===== src/rtl/sprite_entity_engine.sv =====
// sprite_entity_engine: per-slot actor state, walk-cycle animation and
// pixel-to-sprite-ROM address resolution with ROM-latency-aligned flags.
module sprite_entity_engine #(
  parameter int NUM_ENT   = 4,
  parameter int SPR_W     = 48,
  parameter int SPR_H     = 72,
  parameter int FRAMES    = 6,
  parameter int FRAME_DIV = 8,
  parameter int COORD_W   = 10,
  parameter int ADDR_W    = 17,
  parameter int ROM_LAT   = 1,
  localparam int SEL_W    = NUM_ENT > 1 ? $clog2(NUM_ENT) : 1
)(
  input  logic               Clk,
  input  logic               Reset,
  input  logic               frame_clk,
  input  logic               ent_we,
  input  logic [SEL_W-1:0]   ent_sel,
  input  logic [COORD_W-1:0] ent_x,
  input  logic [COORD_W-1:0] ent_y,
  input  logic               ent_active,
  input  logic               ent_moving,
  input  logic               ent_dir,
  input  logic [COORD_W-1:0] DrawX,
  input  logic [COORD_W-1:0] DrawY,
  output logic [ADDR_W-1:0]  rom_addr,
  output logic               sprite_on,
  output logic [SEL_W-1:0]   sprite_id
);
  localparam int FR_W = $clog2(FRAMES);
  localparam int DIV_W = FRAME_DIV > 1 ? $clog2(FRAME_DIV) : 1;
  localparam logic [COORD_W:0] W_EXT = (COORD_W+1)'(SPR_W);
  localparam logic [COORD_W:0] H_EXT = (COORD_W+1)'(SPR_H);
  localparam logic [COORD_W-1:0] COL_MAX = COORD_W'(SPR_W - 1);

  logic [COORD_W-1:0] posX [NUM_ENT];
  logic [COORD_W-1:0] posY [NUM_ENT];
  logic [NUM_ENT-1:0] isActive, isMoving, isLeft, hitVec;
  logic [DIV_W-1:0] divCnt [NUM_ENT];
  logic [FR_W-1:0] frameCnt [NUM_ENT];
  logic frameClkQ, tick;
  logic hit;
  logic [SEL_W-1:0] hitIdx;
  logic [COORD_W-1:0] offX, hitCol, hitRow;
  logic [FR_W-1:0] hitFrame;
  logic [ADDR_W-1:0] addrNext;
  logic onPipe [ROM_LAT+1];
  logic [SEL_W-1:0] idPipe [ROM_LAT+1];

  assign tick = frame_clk & ~frameClkQ;

  // Animation reads isMoving before this edge, so a same-cycle write only affects later ticks
  always_ff @(posedge Clk or negedge Reset)
    if (!Reset) begin
      frameClkQ <= 1'b0;
      isActive <= '0;
      isMoving <= '0;
      isLeft <= '0;
      for (int i = 0; i < NUM_ENT; i++) begin
        posX[i] <= '0;
        posY[i] <= '0;
        divCnt[i] <= '0;
        frameCnt[i] <= '0;
      end
    end else begin
      frameClkQ <= frame_clk;
      for (int i = 0; i < NUM_ENT; i++) begin
        if (ent_we && ent_sel == SEL_W'(i)) begin
          posX[i] <= ent_x;
          posY[i] <= ent_y;
          isActive[i] <= ent_active;
          isMoving[i] <= ent_moving;
          isLeft[i] <= ent_dir;
        end
        if (tick) begin
          if (!isMoving[i]) begin
            divCnt[i] <= '0;
            frameCnt[i] <= '0;
          end else if (frameCnt[i] == '0) begin
            divCnt[i] <= '0;
            frameCnt[i] <= FR_W'(1);
          end else if (divCnt[i] == DIV_W'(FRAME_DIV - 1)) begin
            divCnt[i] <= '0;
            frameCnt[i] <= frameCnt[i] == FR_W'(FRAMES - 1) ? FR_W'(1) : frameCnt[i] + 1'b1;
          end else
            divCnt[i] <= divCnt[i] + 1'b1;
        end
      end
    end

  // Extended-width bounds keep boxes near the coordinate limit from wrapping
  for (genvar g = 0; g < NUM_ENT; g++) begin : gHit
    assign hitVec[g] = isActive[g] && DrawX >= posX[g] && DrawY >= posY[g] &&
                       {1'b0, DrawX} < {1'b0, posX[g]} + W_EXT &&
                       {1'b0, DrawY} < {1'b0, posY[g]} + H_EXT;
  end

  always_comb begin
    hit = 1'b0;
    hitIdx = '0;
    offX = '0;
    hitCol = '0;
    hitRow = '0;
    hitFrame = '0;
    for (int i = NUM_ENT - 1; i >= 0; i--)
      if (hitVec[i]) begin
        hit = 1'b1;
        hitIdx = SEL_W'(i);
        offX = DrawX - posX[i];
        hitCol = isLeft[i] ? COL_MAX - offX : offX;
        hitRow = DrawY - posY[i];
        hitFrame = frameCnt[i];
      end
  end

  assign addrNext = ((ADDR_W'(hitIdx) * ADDR_W'(FRAMES) + ADDR_W'(hitFrame)) * ADDR_W'(SPR_H) +
                     ADDR_W'(hitRow)) * ADDR_W'(SPR_W) + ADDR_W'(hitCol);

  always_ff @(posedge Clk or negedge Reset)
    if (!Reset) begin
      rom_addr <= '0;
      for (int k = 0; k <= ROM_LAT; k++) begin
        onPipe[k] <= 1'b0;
        idPipe[k] <= '0;
      end
    end else begin
      rom_addr <= addrNext;
      onPipe[0] <= hit;
      idPipe[0] <= hitIdx;
      for (int k = 1; k <= ROM_LAT; k++) begin
        onPipe[k] <= onPipe[k-1];
        idPipe[k] <= idPipe[k-1];
      end
    end

  assign sprite_on = onPipe[ROM_LAT];
  assign sprite_id = idPipe[ROM_LAT];
endmodule


===== config.mk =====
export PLATFORM = sky130hd
export DESIGN_NAME = sprite_entity_engine
export DESIGN_NICKNAME = d
export VERILOG_FILES = /design/src/rtl/sprite_entity_engine.sv
export SDC_FILE = /design/constraint.sdc
export NUM_CORES = 1
export LEC_CHECK = 0
export ABC_AREA = 1
export ABC_CLOCK_PERIOD_IN_PS = 10700
export BUFFER_PORTS_ARGS = -buffer_cell sky130_fd_sc_hd__buf_2
export CAP_MARGIN = 5
export CORE_ASPECT_RATIO = 0.9
export CORE_MARGIN = 2
export CORE_UTILIZATION = 69
export DETAILED_ROUTE_END_ITERATION = 12
export MAX_ROUTING_LAYER = met4
export PLACE_DENSITY = 0.88
export SETUP_SLACK_MARGIN = 0.05
export SYNTH_ARGS = -nofsm -noshare
export SYNTH_HDL_FRONTEND = slang
export SYNTH_SLANG_ARGS = --single-unit

===== constraint.sdc =====
create_clock -name Clk -period 10.7 [get_ports Clk]
set_clock_uncertainty 0.1 [all_clocks]
set_input_delay 2.14 -clock Clk [delete_from_list [all_inputs] [get_ports Clk]]
set_output_delay 2.14 -clock Clk [all_outputs]
set_load 0.005 [all_outputs]

==> impl_metrics.csv <==
group,metric,value,unit
place,place_hpwl,31630,microns
sta,tns,0,ns
layout,nets,2424,
worst_setup_path,cp.required,10.99,ns
route,drc_errors,0,
place,portBuffers,68,
sta,period_share,78.98,%
pwr,vdd_drop_max,0.09469,mV
global_route,track_usage,38.39,%
layout,n_antenna_cell,0,
synthesis,synth_top_family_by_area,"simple AND/OR/NAND/NOR gates",
synthesis,syn_nets,2370,
worst_setup_path,critPathTopFamily,"adder cells",
route,firstDrtPassIters,6,
clock_tree,cts_hold_buf,0,
place,gp_congestion,0.9672,
route,drt-initial-drc-count,1284,
route,routed_wl,40380,microns
worst_setup_path,worst-path-max-fanout,35,
route,drt-wirelength-per-cell,16.31,microns
layout,final_area,15800,sq um
synthesis,synth_most_common_cell,"nand2_1",
global_route,grt_max_degree,78,
sta,relSlewSlack,47.09,%
synthesis,synth_top_area_share,23.82,%
min_path,min_path_type,"reg -> reg",
synthesis,synth_edf_count,0,
clock_tree,numCtsBuffers,17,
clock_tree,clock-sinks,140,
clock_tree,cts_setup_buffers,0,
synthesis,synthXorXnorAreaFrac,7.147,%
synthesis,async_flop_share,100.0,%
synthesis,synth-seq-cells,140,
outcome,status,"finished, final reports clean",
route,via_per_inst,5.747,
global_route,grt_pass1_wl,66160,microns
clock_tree,tritoncts,"done",
layout,multi_input_area,9762,sq um
floorplanning,rows,50,
pwr,power.density,170.4,nW/um^2
layout,final_cells,2476,
sta,fin_crit,8.451,ns
synthesis,synthAdderAreaFrac,17.51,%
layout,drive_above_1_share,8.584,%
synthesis,synth-simple-area-share,29.07,%
worst_setup_path,endpoint_kind,"flip-flop",
floorplanning,initial_core_util,70.59,%
synthesis,yosys_most_used_dff,"dfrtp_1",
worst_setup_path,slowest_delay,0.49,ns
synthesis,syn_area,14710,sq um
worst_setup_path,cp_common_cell,"nand2_1",
route,vias,14230,
route,ant_nets,0,
synthesis,synth_compound_area_share,12.65,%
sta,hold_viol,0,
worst_setup_path,crit_arrival,8.74,ns
floorplanning,fp.dieW,157.9,microns
synthesis,avgSynthCellArea,6.927,sq um
synthesis,synth.mux.area_fraction,0,%
clock_tree,htreeDepth,4,
layout,n_fill_cell,1660,
layout,syn_to_final_growth,7.428,%
floorplanning,die_h,142.5,microns
synthesis,syn-instance-count,2123,
sta,rsz0062_at_grt,"no",
sta,slew_viol_final,0,
clock_tree,postCtsResizedCells,0,
place,place_area,15230,sq um
place,dp_cells,2444,
worst_setup_path,critPathBufInv,7,
clock_tree,root_buffer,"clkbuf_16",
synthesis,synth_warnings,0,
clock_tree,clk_latency,0.44,ns
sta,setup_viol,0,
global_route,antenna_found_initial,0,
clock_tree,clkTransAtPathRegs,0.07,ns
flow_run,drv_cap,0,
synthesis,ys_seq_area_share,23.82,%
global_route,grt_pass1_vias,13620,
sta,fmax,118.3,MHz
synthesis,ys_types,51,
worst_setup_path,cp-start-kind,"primary input",
floorplanning,core-area,20830,sq um
floorplanning,design.die.area,22500,sq um
synthesis,ys_top_cells_by_area,"dfrtp_1 (24%), ha_1 (16%), nand2_1 (15%), inv_1 (7.9%), o21ai_0 (5.5%)",
synthesis,yosysTopAreaCell,"dfrtp_1",
global_route,grt_overflow,0,
layout,utilization,75.83,%
floorplanning,pin_count,69,
sta,worst_hold_slack,0.2593,ns
worst_setup_path,crit_slowest_cell,"nand3b_4",
pwr,p_leak,8.673,nW
sta,tightest_slew,0.7937,ns
worst_setup_path,critPathKind,"in -> reg",
synthesis,yosys-top-cells-count,"nand2_1 (571), inv_1 (311), ha_1 (185)",
clock_tree,clockBufferDepth,2,
layout,register_area,3503,sq um
sequential cells by signal, indices dropped and copies added (netlist names):
signal	flops
divCnt	12
frameClkQ	1
frameCnt	12
idPipe	2
isActive	4
isLeft	4
isMoving	4
onPipe	1
posX	40
posY	40
rom_addr	17
sprite_id	2
sprite_on	1
final cells by class:
type / count / area share [%]
Tap cell: 286 / 2.265
Clock inverter: 14 / 0.7999
Clock buffer: 18 / 2.780
Sequential cell: 140 / 22.18
Inverter: 322 / 7.659
Timing Repair Buffer: 75 / 2.527
Multi-Input combinational cell: 1621 / 61.79
where the power goes:
| part | switching, W | internal, W | leakage [nW] |
|---|---|---|---|
| Combinational | 0.000879 | 0.000507 | 6.61 |
| Sequential | 0.0000845 | 0.000625 | 1.80 |
| Clock | 0.000284 | 0.000312 | 0.270 |
| Total | 0.00125 | 0.00144 | 8.67 |
stage by stage:
step	total power, W	worst slack [ns]
after detailed placement	0.002068	1.910
after CTS	0.002666	2.348
after global routing	0.002909	1.702
final	0.002692	2.249
after global placement	0.002022	2.215
after floorplan	0.001731	2.839
per-layer routing:
metal | track usage (%) | wire, microns | vias to the layer above | share of wire (%)
met2 | 58.74 | 17880 | 595 | 44
met5 | - | 0 | - | 0
li1 | - | - | 7001 | -
met1 | 52.39 | 18070 | 6543 | 45
met4 | 11.44 | 918 | 0 | 2.3
met3 | 6.395 | 3511 | 91 | 8.7
worst register-to-register path, delay by kind of cell (launching register included):
kind	cells	cell delay [ns]
compound gates	6	1.28
flops	1	0.44
buf+inv	6	0.51
xor+xnor	2	0.39
simple gates	16	2.09
fa+ha+maj	9	2.68
worst paths after layout:
| kind | startpoint | endpoint | slack, ns | depth (start not counted) |
|---|---|---|---|---|
| max | DrawX[4] | rom_addr[16]$_DFF_PN0_ | 2.25 | 38 |
| min | onPipe[1]$_DFF_PN0_ | sprite_on$_DFF_PN0_ | 0.26 | 0 |
| max reg2reg | posX[25]$_DFFE_PN0P_ | rom_addr[16]$_DFF_PN0_ | 3.16 | 39 |
| min reg2reg | onPipe[1]$_DFF_PN0_ | sprite_on$_DFF_PN0_ | 0.26 | 0 |
| max in group asynchronous | Reset | posY[34]$_DFFE_PN0P_ | 7.57 | 2 |
| min in group asynchronous | Reset | posX[38]$_DFFE_PN0P_ | 1.64 | 1 |
cell usage in the layout (no fill, tap or decap), types with 22 or more instances in the layout:
| cell | count |
|---|---|
| ha_1 | 185 |
| nand2_1 | 571 |
| nand4_1 | 44 |
| buf_2 | 67 |
| dfrtp_1 | 140 |
| inv_1 | 311 |
| o21ai_0 | 163 |
| xnor2_1 | 31 |
| a21oi_1 | 91 |
| o21ai_1 | 22 |
| xor2_1 | 89 |
| nand3_1 | 141 |
| nor2_1 | 124 |
cell families after synthesis:
kind of cell               Yosys count
and+or+nand+nor                    969
AOI/OAI and AO/OA                  334
DFF                                140
xor gates and xnor gates           120
adders and majority gates          198
buffers and inverters              362
Power figures use the tool's default switching activity.
